===== config.mk =====
export PLATFORM = sky130hd
export DESIGN_NAME = div_iter
export DESIGN_NICKNAME = d
export VERILOG_FILES = /design/src/rtl/div_iter_pkg.sv /design/src/rtl/div_iter.sv
export SDC_FILE = /design/constraint.sdc
export NUM_CORES = 1
export LEC_CHECK = 0
export ABC_AREA = 1
export BUFFER_PORTS_ARGS = -buffer_cell sky130_fd_sc_hd__buf_2
export CAP_MARGIN = 20
export CORE_MARGIN = 10
export CORE_UTILIZATION = 40
export CTS_BUF_LIST = sky130_fd_sc_hd__clkbuf_2 sky130_fd_sc_hd__clkbuf_4 sky130_fd_sc_hd__clkbuf_8
export DETAILED_ROUTE_END_ITERATION = 16
export SLEW_MARGIN = 20
export SYNTH_ARGS = -nofsm -noshare
export SYNTH_HDL_FRONTEND = slang
export SYNTH_SLANG_ARGS = --single-unit

===== constraint.sdc =====
create_clock -name clk -period 5.05 [get_ports clk]
set_input_delay 0.7575 -clock clk [delete_from_list [all_inputs] [get_ports clk]]
set_output_delay 0.7575 -clock clk [all_outputs]
set_load 0.05 [all_outputs]

===== src/rtl/div_iter_pkg.sv =====
// Shared CPU definitions for the iterative divider used by the EX stage:
// FSM encoding and the number of radix-2 steps per divide.
package div_iter_pkg;

    typedef enum logic [1:0] {
        IDLE = 2'd0,
        CALC = 2'd1,
        DONE = 2'd2
    } divState_t;

    localparam int DIV_ITERS = 32;

endpackage


===== src/rtl/div_iter.sv =====
// Multi-cycle restoring radix-2 divider for DIV/DIVU with fixed 33-cycle latency,
// valid/ready result handshake and EX-stage cancel.
module div_iter
    import div_iter_pkg::*;
(
    input  logic        clk,
    input  logic        resetn,
    input  logic        start,
    input  logic        div_signed,
    input  logic [31:0] dividend,
    input  logic [31:0] divisor,
    input  logic        cancel,
    output logic        in_ready,
    output logic        out_valid,
    input  logic        out_ready,
    output logic [31:0] quotient,
    output logic [31:0] remainder,
    output divState_t   dbgState
);

    // Handshake: a request is taken on a rising edge where start && in_ready && !cancel;
    // a result transfers on a rising edge where out_valid && out_ready && !cancel.
    // Both in_ready and out_valid are pure decodes of the state register.

    divState_t   state;
    divState_t   stateNext;
    logic [5:0]  iterCnt;
    logic [31:0] remReg;
    logic [31:0] quoReg;
    logic [31:0] divisorMag;
    logic [31:0] dividendOrig;
    logic        negQuot;
    logic        negRem;
    logic        divByZero;

    logic        accept;
    logic        lastStep;
    logic [32:0] shifted;
    logic        stepOk;
    logic [31:0] remNext;
    logic [31:0] quoNext;
    logic [31:0] magA;
    logic [31:0] magB;
    logic [31:0] qFinal;
    logic [31:0] rFinal;

    assign in_ready  = (state == IDLE);
    assign out_valid = (state == DONE);
    assign dbgState  = state;

    assign accept   = start && (state == IDLE) && !cancel;
    assign lastStep = (iterCnt == 6'(DIV_ITERS));

    assign magA = (div_signed && dividend[31]) ? -dividend : dividend;
    assign magB = (div_signed && divisor[31])  ? -divisor  : divisor;

    // One restoring step: shift in the next dividend bit, subtract if it fits.
    assign shifted = {remReg, quoReg[31]};
    assign stepOk  = (shifted >= {1'b0, divisorMag});
    assign remNext = stepOk ? 32'(shifted - {1'b0, divisorMag}) : shifted[31:0];
    assign quoNext = {quoReg[30:0], stepOk};

    assign qFinal = divByZero ? 32'hFFFF_FFFF : (negQuot ? -quoReg : quoReg);
    assign rFinal = divByZero ? dividendOrig  : (negRem  ? -remReg : remReg);

    always_ff @(posedge clk) begin
        if (!resetn) begin
            state <= IDLE;
        end else begin
            state <= stateNext;
        end
    end

    always_comb begin
        stateNext = state;
        case (state)
            IDLE: begin
                if (accept) begin
                    stateNext = CALC;
                end
            end
            CALC: begin
                if (cancel) begin
                    stateNext = IDLE;
                end else if (lastStep) begin
                    stateNext = DONE;
                end
            end
            DONE: begin
                if (cancel || out_ready) begin
                    stateNext = IDLE;
                end
            end
            default: stateNext = IDLE;
        endcase
    end

    always_ff @(posedge clk) begin
        if (!resetn) begin
            iterCnt      <= 6'd0;
            remReg       <= 32'd0;
            quoReg       <= 32'd0;
            divisorMag   <= 32'd0;
            dividendOrig <= 32'd0;
            negQuot      <= 1'b0;
            negRem       <= 1'b0;
            divByZero    <= 1'b0;
            quotient     <= 32'd0;
            remainder    <= 32'd0;
        end else if (accept) begin
            iterCnt      <= 6'd0;
            remReg       <= 32'd0;
            quoReg       <= magA;
            divisorMag   <= magB;
            dividendOrig <= dividend;
            negQuot      <= div_signed && (dividend[31] ^ divisor[31]);
            negRem       <= div_signed && dividend[31];
            divByZero    <= (divisor == 32'd0);
        end else if (state == CALC && !cancel) begin
            if (!lastStep) begin
                remReg  <= remNext;
                quoReg  <= quoNext;
                iterCnt <= iterCnt + 6'd1;
            end else begin
                // Sign fix-up lands in the output registers on the CALC->DONE edge.
                quotient  <= qFinal;
                remainder <= rFinal;
            end
        end
    end

endmodule


==> summary.md, run 1 <==
| Metric | Value |
|---|---|
| Slew Limit Headroom | 0.353 |
| Die width | 207 um |
| Worst Setup SP | remReg[3] |
| Final setup violation count | 0 |
| Outcome | finished clean |
| Clock Root Buffer | clkbuf_8 |
| Setup Crit Path Kind | reg2reg |
| DRT iter0 DRCs | approximately 1200 |
| Setup TNS | 0 ps |
| Initial core utilization | 0.406 |
| Core Region | 0.0345 mm2 |
| Number of global-route vias before repair | 14491 |
| Leakage | 0.00781 uW |
| Area delta synth->final | 12.3% |
| CTS tree | yes |
| Clock Pin Slew Worst Setup and Hold Paths | 60 ps |
| Worst-Margin Slew | 970 ps |
| #FFs+latches synth | about 200 |
| Pwr per Cell Area | 263 mW/mm2 |
| Row count | 68 |
| RSZ-0062 raised after global routing | no |
| Hold wc startpoint | remainder[14] |
| DR vias/cell | 5.31 |
| Syn avg cell area | 6.12 um2 |
| CP Launch Type | flop |
| Via Count | approximately 15000 |
| Slew Viols, Final | 0 |
| Post-CTS setup buffers | 0 |
| H-tree Lvls | 2 |
| Min Tclk post-route | 2980 ps |
| Largest net degree at the start of global routing | 97 |
| Reg-to-Reg Start | remReg[3] |
| DRT Wirelength | approximately 51 mm |
| Register area share after synthesis | 0.290 |
| Top-area cell type share of the netlist area | 0.290 |
| Max-cap violations | 0 |
| # clock sinks | between 200 and 250 |
| Clock latency on the worst-skew pair | 550 ps |
| Worst Hold Class | reg2reg |
| EDFF count, synth | 0 |
| Fmax achieved | 335 MHz |
| Post-CTS Resized | 0 |
| Worst EP required | 5470 ps |
| DR DRC count | 0 |
| Final hold vios | 0 |
| Peak VDD IR | between 0.00015 and 0.0002 V |
| Post-CTS Hold Buffers | 0 |
| Synth area leader | dfxtp_1 |
| Syn_nets | 2403 |
| Mapped cell area | ~0.014 mm2 |
| Netlist cell types | 49 |
| Final Skew | ~24 ps |
| Layout cells sized above 1 | 0.111 |
| Total CTS buffers | 38 |
| Crit. End Element | flop |
| Fin nets | 2500 |
| Grt total ovfl | 0 |
| First drt pass iteration count | 5 |
| Share of flip-flops with an asynchronous set or reset | 0 |
| Max Fanout on Critical Path | 33 |
| Die Footprint | 0.0430 mm2 |
| GPL Wtd Cong | 0.957 |
| IO Port Bufs | 137 |
| Routed wire length per instance | 17.9 um |
| Post-DP HPWL | 39.5 mm |
| Final Util | 0.456 |
| Final Cycle Share | 0.591 |
| Cells after Synth | between 2000 and 2500 |
| Initial antenna violation count | 2 |
| CTS Buffer Depth | 3 |
| Yosys Warn Count | 0 |
| Ranking of synthesized cells by area | dfxtp_1 (29%), nand2_1 (16%), inv_1 (9.1%) |
| First-pass GRT wire length | 80.2 mm |
| Ys flop type | dfxtp_1 |
| Total GRT Usage | 0.228 |
| Die Y | between 200 and 250 um |
| Crit path DAT | ~3400 ps |
| Antenna Violating Nets Remaining | 0 |
| I/O Pins | 138 |
==> layout by cell type, fill, tap and decap left out, drive strengths merged, types with 14 or more instances in the layout <==
cell / instances
a211oi: 14
a21oi: 183
a31oi: 16
buf: 150
clkbuf: 61
dfxtp: 203
ha: 38
inv: 345
nand2: 595
nand3: 181
nand4: 25
nor2: 225
nor3: 34
o211ai: 33
o21ai: 174
xnor2: 16
xor2: 40
==> critical path, cell delays in order (launching register included) <==
cell	delay, ps
dfxtp_1	470
ha_1	330
nand2_1	130
inv_1	60
nand2_1	60
nand2_1	40
nand2_1	60
nand3_2	130
nand2_1	130
nand2_2	70
nand2_2	520
nand2_4	370
nand2_1	270
nand2_1	70
nand2_1	60
a21oi_1	50
==> stage by stage <==
stage                     worst slack [ps]  hold slack, ps  instance area (um2)  instances  total power (uW)
final                                 2070             459                15800       2871              4150
after global routing                  1790             481                15800       2871              4350
after CTS                             2150             457                15700       2870              4170
after detailed placement              1900             448                15000       2806              2520
after global placement                1960             442                15000       2806              2520
after floorplan                       2880             423                14000       2294              2270
==> path summary, 6_finish.rpt <==
path                    to  slack [ps]  depth (start not counted)
min          remainder[14]         460                          2
max reg2reg     remReg[26]        2070                         15
min reg2reg  remainder[14]         460                          2
max             remReg[26]        2070                         15
==> cell type report <==
type	instances	area (um2)
inverter	352	1320
clock buffer	61	752
timing repair buffer	150	783
fill	3866	18800
clock inverter	3	17.5
tap	455	569
antenna	1	2.50
multi-input combinational	1646	8240
sequential	203	4060
==> cells in the mapped netlist, drive strengths merged, types with 8 or more instances <==
cell type and instances:
nand2 595, inv 344, nor2 225, dfxtp 203, a21oi 183, nand3 181, o21ai 174, clkbuf 59
xor2 40, ha 38, buf 34, nor3 34, o211ai 33, nand4 25, a31oi 16, xnor2 16
a211oi 14, o221ai 12, o22ai 12, nand3b 9, clkinv 8, o21bai 8
==> registers in the layout, summed over array words and instances, names as in the netlist <==
name / cells
negQuot: 1
dividendOrig: 32
quoReg: 32
iterCnt: 6
dbgState: 2
quotient: 32
remReg: 32
negRem: 1
remainder: 32
divByZero: 1
divisorMag: 32
==> layer usage <==
| layer | part of all wire | vias up | GRT usage |
|---|---|---|---|
| li1 | - | 7619 | - |
| met5 | 0 | - | 0 |
| met3 | 0.073 | 85 | 0.0421 |
| met4 | 0.028 | 0 | 0.0730 |
| met1 | 0.47 | 6964 | 0.312 |
| met2 | 0.43 | 568 | 0.352 |
==> where the power goes <==
group / switching [uW] / leakage [uW] / internal [uW]
clock: 709 / 0.000410 / 935
combinational: 554 / 0.00575 / 239
sequential: 53.9 / 0.00165 / 1660
total: 1320 / 0.00781 / 2830
==> cells by family after synthesis <==
| family | synth area share |
|---|---|
| AND/OR/NAND/NOR | 0.328 |
| adder cells (fa/ha/maj) | 0.0353 |
| flip-flops | 0.290 |
| buffers and inverters | 0.124 |
| XOR/XNOR | 0.0350 |
| AO/OA/AOI/OAI | 0.188 |
Power figures use the tool's default switching activity.
==> inputs of run 2 (changes only) <==
Clock period 5.05 ns to 3.05 ns, I/O delays scaled along.
==> summary.md, run 2 (synthesis results as in run 1) <==
| Metric | Value |
|---|---|
| Outcome | finished clean (unchanged) |
| DR DRC count | 0 (unchanged) |
| Total power | 7090 uW (was 4150 uW) |
| Min Tclk post-route | 2690 ps (was 2980 ps) |
| Crit path DAT | 3130 ps (was 3400 ps) |
| Leakage | 0.00796 uW (was 0.00781 uW) |
| Most common cell after layout, fill and taps aside | nand2_1 (unchanged) |
| Die Footprint | 0.0430 mm2 (unchanged) |
| Total GRT Usage | 0.236 (was 0.228) |
| Initial antenna violation count | 5 (was 2) |
| Number of global-route vias before repair | 14597 (was 14491) |
| Critical Path Slowest Stage Cell | dfxtp_1 (was nand2_2) |
| Worst Setup SP | remReg[16] (was remReg[3]) |
| CTS Buffer Depth | 3 (unchanged) |
| Crit. End Element | flop (unchanged) |
| Final hold slack | 169 ps (was 459 ps) |
| Row count | 68 (unchanged) |
| Slew Viols, Final | 0 (unchanged) |
| Pwr per Cell Area | 443 mW/mm2 (was 263 mW/mm2) |
| Fin nets | 2528 (was 2500) |
| DRT iter0 DRCs | 1478 (was 1185) |
| R2r worst-path depth | 13 (was 15) |
| Sequential share of power | 0.400 (was 0.413) |
| GPL Wtd Cong | 0.983 (was 0.957) |
| Final hold vios | 0 (unchanged) |
| Initial core utilization | 0.406 (unchanged) |
| Peak VDD IR | 0.000337 V (was 0.000198 V) |
| RSZ-0062 raised after global routing | no (unchanged) |
| Placed Area | 0.0152 mm2 (was 0.0150 mm2) |
| Reg-to-Reg Start | remReg[16] (was remReg[3]) |
| Final instance area | 0.0160 mm2 (was 0.0158 mm2) |
| DRT Wirelength | 53.5 mm (was 51.3 mm) |
| Fmax achieved | 372 MHz (was 335 MHz) |
| Worst path max stage delay | 380 ps (was 520 ps) |
| Setup TNS | 0 ps (unchanged) |
| Fillers | 3857 (was 3866) |
| Worst Hold Class | in2reg (was reg2reg) |
| Switching share of power | 0.325 (was 0.317) |
| Slew Limit Headroom | 0.317 (was 0.353) |
| Worst-Margin Slew | 1020 ps (was 970 ps) |
| # clock sinks | 203 (unchanged) |
| Clock Pin Slew Worst Setup and Hold Paths | 60 ps (about the same) |
| Core Region | 0.0345 mm2 (unchanged) |
| Die width | 207 um (unchanged) |
| Worst EP required | 3490 ps (was 5470 ps) |
| Clock power frac | 0.409 (was 0.396) |
| Die Y | 207 um (unchanged) |
| Hold wc startpoint | out_ready (was remainder[14]) |
| Total CTS buffers | 40 (was 38) |
| R2r setup slk | 360 ps (was 2070 ps) |
| FF-to-FF End | remReg[19] (was remReg[26]) |
| IO Port Bufs | 137 (unchanged) |
| CP Launch Type | flop (unchanged) |
| Post-DP HPWL | 41.0 mm (was 39.5 mm) |
| Largest net degree at the start of global routing | 97 (unchanged) |
| Highest-count cells in the layout ignoring fill and taps | nand2_1 (585), inv_1 (339), nor2_1 (214) (was nand2_1 (584), inv_1 (339), nor2_1 (214)) |
| Via Count | 15458 (was 15236) |
| Final setup violation count | 0 (unchanged) |
| Hold EP | dbgState[1] (was remainder[14]) |
| DR vias/cell | 5.33 (was 5.31) |
| Hold Path Stages | 4 (was 2) |
| Crit-path cells | ha_1 -> buf_4 -> nand2_1 -> nor2_1 -> inv_1 -> nor2_1 -> nand4_1 -> nand3_1 -> nand2_1 -> nand2_1 -> nand2_1 -> nand3_1 -> a21oi_1 (was ha_1 -> nand2_1 -> inv_1 -> nand2_1 -> nand2_1 -> nand2_1 -> nand3_2 -> nand2_1 -> nand2_2 -> nand2_2 -> nand2_4 -> nand2_1 -> nand2_1 -> nand2_1 -> a21oi_1) |
| Max-cap violations | 0 (unchanged) |
| Grt total ovfl | 0 (unchanged) |
| CTS tree | yes (unchanged) |
| Post-CTS Hold Buffers | 0 (unchanged) |
| Routed wire length per instance | 18.4 um (was 17.9 um) |
| P_int | 4780 uW (was 2830 uW) |
| Final Cycle Share | 0.882 (was 0.591) |
| Switching power | 2310 uW (was 1320 uW) |
| Antenna Violating Nets Remaining | 0 (unchanged) |
| H-tree Lvls | 2 (unchanged) |
| Final Skew | 27.2 ps (was 24.4 ps) |
| Clock Root Buffer | clkbuf_8 (unchanged) |
| Power share of the combinational group | 0.192 (was 0.191) |
| I/O Pins | 138 (unchanged) |
| Clock latency on the worst-skew pair | 570 ps (was 550 ps) |
| Crit path top cell by count | nand2_1 (unchanged) |
| Setup Crit Path Kind | reg2reg (unchanged) |
| Max Fanout on Critical Path | 5 (was 33) |
| Layout cells sized above 1 | 0.121 (was 0.111) |
| First drt pass iteration count | 6 (was 5) |
| Area delta synth->final | 14.0% (was 12.3%) |
| First-pass GRT wire length | 82.3 mm (was 80.2 mm) |
[run 2: cell types whose count changed in the layout (fill, tap and decap cells not counted), sizes merged]
cell and delta:
buf +25, clkbuf -3, bufinv +1, diode +1
clkinv +3, nor2 +1, inv +1
[run 2: critical path, delay by kind of cell, from the launching register on]
kind | cells | cell delay (ps)
and+or+nand+nor | 9 | 1540
DFF | 1 | 380
adders and majority gates | 1 | 330
buffers and inverters | 2 | 210
AOI/OAI and AO/OA | 1 | 90
[run 2: worst max path at each step]
stage | slack [ps] | endpoint
6_report | 360 | remReg[19]
3_5_place_dp | 150 | remReg[26]
2_1_floorplan | 1090 | remReg[25]
5_1_grt | 190 | remReg[17]
4_1_cts | 130 | remReg[26]
3_3_place_gp | 150 | remReg[26]
[run 2: repair_timing]
item	in CTS	in global routing
endpoints found under the setup margin	0	33
buffers inserted	0	1
gates resized for setup	0	0
[run 2: through the flow]
step	utilization	std cells	worst slack, ps
floorplan	-	2294	1090
global placement	0.439	2830	146
detailed placement	0.439	2830	147
CTS	0.463	2896	132
global route	0.463	2900	194
finish	0.463	2900	361
[run 2: power groups by stage]
| stage | clock, uW | combinational, uW | sequential (uW) |
|---|---|---|---|
| 2_1_floorplan | 0 | 906 | 2860 |
| 5_1_grt | 3070 | 1510 | 2840 |
| 6_report | 2900 | 1360 | 2830 |
| 3_3_place_gp | 0 | 1330 | 2880 |
| 4_1_cts | 2950 | 1330 | 2830 |
| 3_5_place_dp | 0 | 1330 | 2880 |
[run 2: final cells by class]
type | instances | area, um2 | area share
multi-input combinational | 1647 | 8250 | 0.516
sequential | 203 | 4060 | 0.254
timing repair buffer | 175 | 983 | 0.0615
inverter | 352 | 1320 | 0.0826
antenna | 2 | 5.00 | 0.000313
clock buffer | 58 | 736 | 0.0460
clock inverter | 8 | 71.3 | 0.00446
tap | 455 | 569 | 0.0356
[run 2: per-layer routing]
metal	vias up	part of all wire	global-route usage
met3	94	0.072	0.0445
met2	530	0.44	0.365
met1	7136	0.46	0.323
met4	6	0.028	0.0735
li1	7692	-	-
met5	-	0.00075	0
